<file path="config.mk">
export PLATFORM = sky130hd
export DESIGN_NAME = data_rx
export DESIGN_NICKNAME = d
export VERILOG_FILES = /design/src/rtl/data_rx.sv
export SDC_FILE = /design/constraint.sdc
export NUM_CORES = 1
export LEC_CHECK = 0
export CORE_MARGIN = 2
export CORE_UTILIZATION = 53
export DETAILED_ROUTE_END_ITERATION = 12
export PLACE_DENSITY = 0.85
export SETUP_SLACK_MARGIN = 0.4
export SYNTH_ARGS = -nofsm -noshare
export SYNTH_HDL_FRONTEND = slang
export SYNTH_SLANG_ARGS = --single-unit
</file>
<file path="constraint.sdc">
create_clock -name clk -period 5.3 [get_ports clk]
set_clock_uncertainty 0.1 [all_clocks]
set_input_delay 0.53 -clock clk [delete_from_list [all_inputs] [get_ports clk]]
set_output_delay 0.53 -clock clk [all_outputs]
set_load 0.1 [all_outputs]
</file>
<file path="src/rtl/data_rx.sv">
// Deserializing receiver for the multi-line frontend link: locks to the idle code,
// detects start codes and reassembles the following data chunks into one word.
module data_rx #(
  parameter int LENGTH     = 128,
  parameter int LINES      = 3,
  parameter int LOCK_COUNT = 4
) (
  input  logic              clk,
  input  logic              rst,
  input  logic [LINES-1:0]  d,
  output logic              valid,
  output logic [LENGTH-1:0] data_out,
  output logic              locked,
  output logic              err
);

  localparam int CHUNK_LEN      = 4 * LINES;
  localparam int LENGTH_NXT     = ((LENGTH + CHUNK_LEN - 1) / CHUNK_LEN) * CHUNK_LEN;
  localparam int CHUNK_PER_DATA = LENGTH_NXT / CHUNK_LEN;
  localparam int CNT_W          = $clog2(LOCK_COUNT + 1);
  localparam int CHK_W          = $clog2(CHUNK_PER_DATA + 1);
  localparam int ASM_W          = LENGTH - LINES;

  localparam logic [CHUNK_LEN-1:0] IDLE_CODE  = {{(2*LINES){1'b1}}, {(2*LINES){1'b0}}};
  localparam logic [CHUNK_LEN-1:0] START_CODE = {{LINES{1'b1}}, {LINES{1'b0}},
                                                 {LINES{1'b1}}, {LINES{1'b0}}};
  localparam logic [CNT_W-1:0]     LOCK_TGT   = CNT_W'(LOCK_COUNT);
  localparam logic [CHK_W-1:0]     LAST_CHUNK = CHK_W'(CHUNK_PER_DATA - 1);

  typedef enum logic [1:0] {
    SEARCH,
    LOCKED,
    DATA
  } state_t;

  state_t             state, state_nxt;
  logic [LINES-1:0]   d_q;
  logic [CHUNK_LEN-1:0] win;
  logic [1:0]         ph, ph_nxt;
  logic [CNT_W-1:0]   lock_cnt, lock_cnt_nxt, cnt_inc;
  logic [CHK_W-1:0]   chunk_cnt, chunk_cnt_nxt;
  logic [ASM_W-1:0]   asm_q;
  logic [LENGTH-1:0]  word;
  logic               valid_nxt, err_nxt, load_word, shift_en;
  logic               boundary, is_idle, is_start;

  assign boundary = (ph == 2'd3);
  assign is_idle  = (win == IDLE_CODE);
  assign is_start = (win == START_CODE);
  assign cnt_inc  = lock_cnt + CNT_W'(1);
  assign locked   = (state != SEARCH);

  // Only the low LENGTH bits of the padded word are kept; the leading pad beats
  // simply shift out of the top of the assembly register and are never seen.
  assign word = {asm_q, win[LINES-1:0]};

  // NOTE: every sequential register uses non-blocking assignment so all state
  // updates see the pre-edge values, independent of statement order.
  always_ff @(posedge clk) begin
    if (rst) begin
      d_q       <= '0;
      win       <= '0;
      ph        <= '0;
      state     <= SEARCH;
      lock_cnt  <= '0;
      chunk_cnt <= '0;
      valid     <= 1'b0;
      err       <= 1'b0;
      data_out  <= '0;
    end else begin
      d_q       <= d;
      win       <= {win[CHUNK_LEN-LINES-1:0], d_q};
      ph        <= ph_nxt;
      state     <= state_nxt;
      lock_cnt  <= lock_cnt_nxt;
      chunk_cnt <= chunk_cnt_nxt;
      valid     <= valid_nxt;
      err       <= err_nxt;
      if (load_word) data_out <= word;
    end
  end

  // NOTE: the assembly register is pure datapath, fully rewritten by the data
  // beats of every word before it is read, so it carries no reset.
  always_ff @(posedge clk) begin
    if (shift_en) asm_q <= word[ASM_W-1:0];
  end

  // NOTE: every signal written here gets a default first, so no path through
  // the case leaves one unassigned and no latch is inferred.
  always_comb begin
    state_nxt     = state;
    ph_nxt        = ph + 2'd1;
    lock_cnt_nxt  = lock_cnt;
    chunk_cnt_nxt = chunk_cnt;
    valid_nxt     = 1'b0;
    err_nxt       = 1'b0;
    load_word     = 1'b0;
    shift_en      = 1'b0;

    case (state)
      SEARCH: begin
        // Until a first idle is found every cycle is a candidate boundary.
        if (lock_cnt == '0 || boundary) begin
          if (is_idle) begin
            ph_nxt       = '0;
            lock_cnt_nxt = cnt_inc;
            if (cnt_inc == LOCK_TGT) state_nxt = LOCKED;
          end else begin
            lock_cnt_nxt = '0;
          end
        end
      end

      LOCKED: begin
        if (boundary) begin
          if (is_start) begin
            state_nxt     = DATA;
            chunk_cnt_nxt = '0;
          end else if (!is_idle) begin
            state_nxt    = SEARCH;
            lock_cnt_nxt = '0;
            err_nxt      = 1'b1;
          end
        end
      end

      DATA: begin
        shift_en = 1'b1;
        if (boundary) begin
          if (chunk_cnt == LAST_CHUNK) begin
            load_word = 1'b1;
            valid_nxt = 1'b1;
            state_nxt = LOCKED;
          end else begin
            chunk_cnt_nxt = chunk_cnt + CHK_W'(1);
          end
        end
      end

      default: state_nxt = SEARCH;
    endcase
  end

endmodule

</file>
After elaboration in Yosys (flattened, before gate mapping)
Index checks and enable logic that the tools add are counted.
- register bits: 281
- output and inout port bits: 131
- memories kept: 0
- latch bits: 0
- bits in writable memories: 0
- bits in read-only memories: 0
- logic and storage cells: 71
- multipliers: 0
- reduce and logical (&&, ||, !) cells: 10
- div/mod/pow operators: 0
- multiplexer cells: 28
- $lt $le $gt $ge: 0
- bitwise logic cells: 2
- equality and inequality tests: 18
- shift-type cells: 0
- add/sub/neg operators: 3
- operators by type and width (operator ; count):
    $eq A12 B12 Y1 const B ; 2
    $mux W2 ; 11
    $ne A2 B2 Y1 const B ; 10
    $mux W4 ; 4
    $mux W3 ; 5
    $reduce_and A5 Y1 ; 2
    $pmux W4 S2 ; 1
    $reduce_and A7 Y1 ; 1
    $pmux W2 S3 ; 1
    $pmux W3 S2 ; 1
    $reduce_bool A2 Y1 ; 3
    $mux W1 ; 5
    $add A4 B1 Y4 const B ; 1
    $eq A2 B2 Y1 const B ; 2
    $eq A4 B4 Y1 const B ; 1
    $reduce_or A4 Y1 ; 1
    $add A3 B1 Y3 const B ; 1
    $eq A3 B3 Y1 const B ; 1
    $logic_not A3 Y1 ; 1
    $ne A3 B3 Y1 const B ; 1
    $add A2 B1 Y2 const B ; 1
    $eq A2 B1 Y1 const B ; 1
    $logic_not A2 Y1 ; 1
    $not A1 Y1 ; 2
    $logic_or A1 B1 Y1 ; 1

Depth between registers and ports, before layout
- depth in word-level cells: 6
- gate-level depth with buffers: 9

Least setup slack after synthesis
OpenSTA, ideal clock, no wires.
- path kind: register -> register
- start point: register state[1]
- end point: register data_out[10]
- clock period less this slack: 4.127 ns
- stages on the path, launching flop included: 8
- arrival: 3.895 ns
- path slack: 1.173 ns
- cells stage by stage: dfxtp_1 > nand2b_1 > inv_1 > nand3_1 > buf_2 > buf_4 > nand2_1 > a21oi_1
- word-level cells in the longest chain between the ends: 2
- ends and longest elaborated chain (what ; RTL line ; RTL):
    start, declared ; 36 ; state_t state, state_nxt;
    start signal, assigned ; 74 ; state <= state_nxt;
    $eq A2 B2 Y1 ; 101 ; case (state)
    $mux W1 ; 101 ;
    end signal, assigned ; 79 ; if (load_word) data_out <= word;
    end, declared ; 12 ; output logic [LENGTH-1:0] data_out,
Every way passes these cells.
A chain may end at the register's enable or synchronous reset.

Final worst setup path
- start point: register state[1]
- end point: register data_out[109]
The elaborated chain is that of the path after synthesis.

==> out/results.md <==
| Item | Reported | Unit |
| --- | --- | --- |
| Total number of clock tree sinks | 281 | - |
| Die height | 137 | um |
| Routed length per placed instance | 15.4 | um |
| Net total in the final layout | 939 | - |
| Cell with the most instances after synthesis | nand2_1 | - |
| CP max FO | 72 | - |
| Shortest period the worst path allows | 3.15 | ns |
| Share of synthesized flip-flops with an asynchronous set or reset | 0 | % |
| Post-detailed-route DRC marker count | 0 | - |
| Category of the worst setup path capture point | flip-flop | - |
| Cell area reported after detailed placement | 0.0108 | mm2 |
| Status | completed | - |
| Post-DP HPWL | 10600 | um |
| Vias after detailed routing | 6083 | - |
| Fill cell count | 1294 | - |
| Iteration-0 DRC count of the detailed router | 418 | - |
| Die area | 0.0187 | mm2 |
| Ranking of synthesized cells by instance count | nand2_1, dfxtp_1, a21oi_1, edfxtp_1, clkbuf_1 | - |
| Maximum clock frequency | 318 | MHz |
| Post-synthesis sequential area ratio | 73.5 | % |
| Detail Route Antenna Nets | 0 | - |
| X dimension of the die | 137 | um |
| Vias per inst | 5.19 | - |
| Number of flops mapped to enable cells by yosys | 125 | - |
| Floorplan core area | 0.0173 | mm2 |
| Cell types with the largest area share after synthesis | edfxtp_1, dfxtp_1, nand2_1, a21oi_1, buf_4 | - |
| Hold_buf cts | 0 | - |
| Class of the worst hold path | flip-flop to flip-flop | - |
| Startpoint type of the worst setup path | flip-flop | - |
| Cell taking the most area after synthesis | edfxtp_1 | - |
| Clock tree from TritonCTS | built | - |
| Count of input and output buffers | 135 | - |
| Largest stage delay on the critical path | 0.78 | ns |
| Slowest cell on the critical path | nand3_4 | - |
| PostCTS Resize Cnt | 0 | - |
| Number of pins with negative max-slew slack in the final report | 0 | - |
| Number of buffers added by the clock tree synthesis step | 27 | - |
| Vias in the first global route | 5598 | - |
| Area growth from synthesis to layout | 25.2 | % |
| Ordered cell list for the critical path | nand2b_1, inv_4, nand3_4, buf_4, nand2_1, a21oi_1 | - |
| RSZ-0062 raised after global routing | no | - |
| Core Rows | 48 | - |
| Placer's final routability congestion estimate | 0.784 | - |
| Maximum count of clock buffers along a single path | 3 | - |
| Global route overflow | 0 | - |
| Most frequently used flop master after synthesis | dfxtp_1 | - |
| Warnings from Yosys | 0 | - |
| PwrDens | 360 | mW/mm2 |
| Wirelength, routed | 18100 | um |
| Final standard cell area without fillers | 0.0117 | mm2 |
| Number of synthesized register bits | 281 | - |
| Slew at the pin closest to its max-slew limit | 1.11 | ns |
| Final period util | 59.3 | % |
| Post-synthesis cell type count | 37 | - |
| Clock latency on the worst-skew pair | 0.51 | ns |
| Final hold viol count | 0 | - |
| Root cell of the clock tree | clkbuf_16 | - |
| Netlist area before placement | 0.00935 | mm2 |
| Effective utilization at floorplan | 54.1 | % |
| Overall power | 4.21 | mW |
| Mapped Nets | 817 | - |
| Global router's overall resource usage | 18.5 | % |
| Setup Total Neg Slack | 0 | ns |
| Number of diodes added for antenna fixing | 0 | - |
| Clock transition at the registers of the reported paths | 0.06 | ns |
| CP Class | flip-flop to flip-flop | - |
| Gate count after technology mapping | 806 | - |
| CTS H-tree depth | 1 | - |
| First-pass GRT wire length | 27800 | um |
| Data required, critical path | 5.54 | ns |
| I/O pin cnt | 136 | - |
| Finish-stage setup viols | 0 | - |
| Per-instance average area after synthesis | 11.6 | um2 |
| Cell leakage power | 3.81 | nW |
| Max IR drop VDD | 0.295 | mV |
| Post-CTS setup buffer count | 0 | - |
| Max-capacitance violation count | 0 | - |
| Antenna violations before repair | 0 | - |
| Critical path arrival | 3.38 | ns |
| Top cell type's share of synthesized area | 40.1 | % |
| Pre-Repair DR Iteration Count | 4 | - |
| Share of layout cells above drive strength 1 | 6.54 | % |
| Slew margin rel. | 25.6 | % |
| Pin count of the biggest net entering global routing | 107 | - |
[cell usage in the layout (no fill, tap or decap), types with 4 or more instances in the layout]
cell type        instances
nand2_1                262
dfxtp_1                156
a21oi_1                138
clkdlybuf4s50_1        134
edfxtp_1               125
clkbuf_16               27
nor2b_1                 17
inv_1                    6
nor2_1                   6
ha_1                     6
clkinv_2                 6
a31oi_1                  4
nand3_1                  4
nor3_1                   4
o21ai_0                  4
clkbuf_1                 4
clkbuf_8                 4
buf_4                    4
[sequential cells by signal, summed over array words and instances, names as in the netlist]
name and cells:
asm_q 125, chunk_cnt 4, d_q 3, data_out 128, err 1, lock_cnt 3
ph 2, state 2, valid 1, win 12
[cells by family (layout without fill, tap and decap cells)]
family,count (synthesis),in the layout,share of synthesized area [%]
AND/OR/NAND/NOR,314,314,14.3
AO/OA/AOI/OAI,149,149,8.17
multiplexers,2,2,0.214
adder cells (fa/ha/maj),6,6,0.803
buffers and inverters,53,195,2.90
XOR/XNOR,1,1,0.0937
flip-flops,281,281,73.5
[critical path: cells and delay by family, from the launching register on]
family | cells | cell delay, ns
AO/OA/AOI/OAI | 1 | 0.08
AND/OR/NAND/NOR | 3 | 1.15
flip-flops | 1 | 0.44
buffers and inverters | 2 | 1.13
[cell type report]
type	count	area, um2	share of cell area (%)
Clock inverter	14	158	1.35
Multi-Input combinational cell	472	2220	19.0
Tap cell	225	282	2.41
Timing Repair Buffer	139	1390	11.9
Clock buffer	35	746	6.37
Sequential cell	281	6880	58.7
Inverter	7	28.8	0.246
[final timing paths]
path,startpoint,to,slack [ns],cells past startpoint
setup reg to reg,state[1],data_out[109],2.15,6
setup / recovery,state[1],data_out[109],2.15,6
hold / removal,ph[0],ph[0],0.34,1
hold reg to reg,ph[0],ph[0],0.34,1
[per-layer routing]
metal | track usage [%] | share of wire [%] | vias up | routed length (um)
li1 | - | - | 2967 | -
met1 | 27.0 | 45 | 2913 | 8190
met4 | 4.24 | 1.4 | 0 | 251
met5 | 0 | 0 | - | 0
met3 | 3.07 | 6.0 | 21 | 1090
met2 | 29.4 | 47 | 182 | 8520
[power by group]
part	leakage [nW]	internal (mW)	switching, mW	total, mW
Combinational	0.983	0.00819	0.0225	0.0307
Sequential	2.38	2.25	0.00424	2.25
Clock	0.442	1.14	0.786	1.93
[stage by stage]
stage	instances	worst slack, ns	hold WS [ns]	utilization, %
2_1_floorplan	806	1.17	0.308	-
3_3_place_gp	1124	2.24	0.317	62.4
3_5_place_dp	1124	2.15	0.324	62.4
4_1_cts	1173	2.13	0.339	67.7
5_1_grt	1173	1.84	0.342	67.7
6_report	1173	2.15	0.337	67.7
No activity file was read; power rests on OpenSTA's default activity.
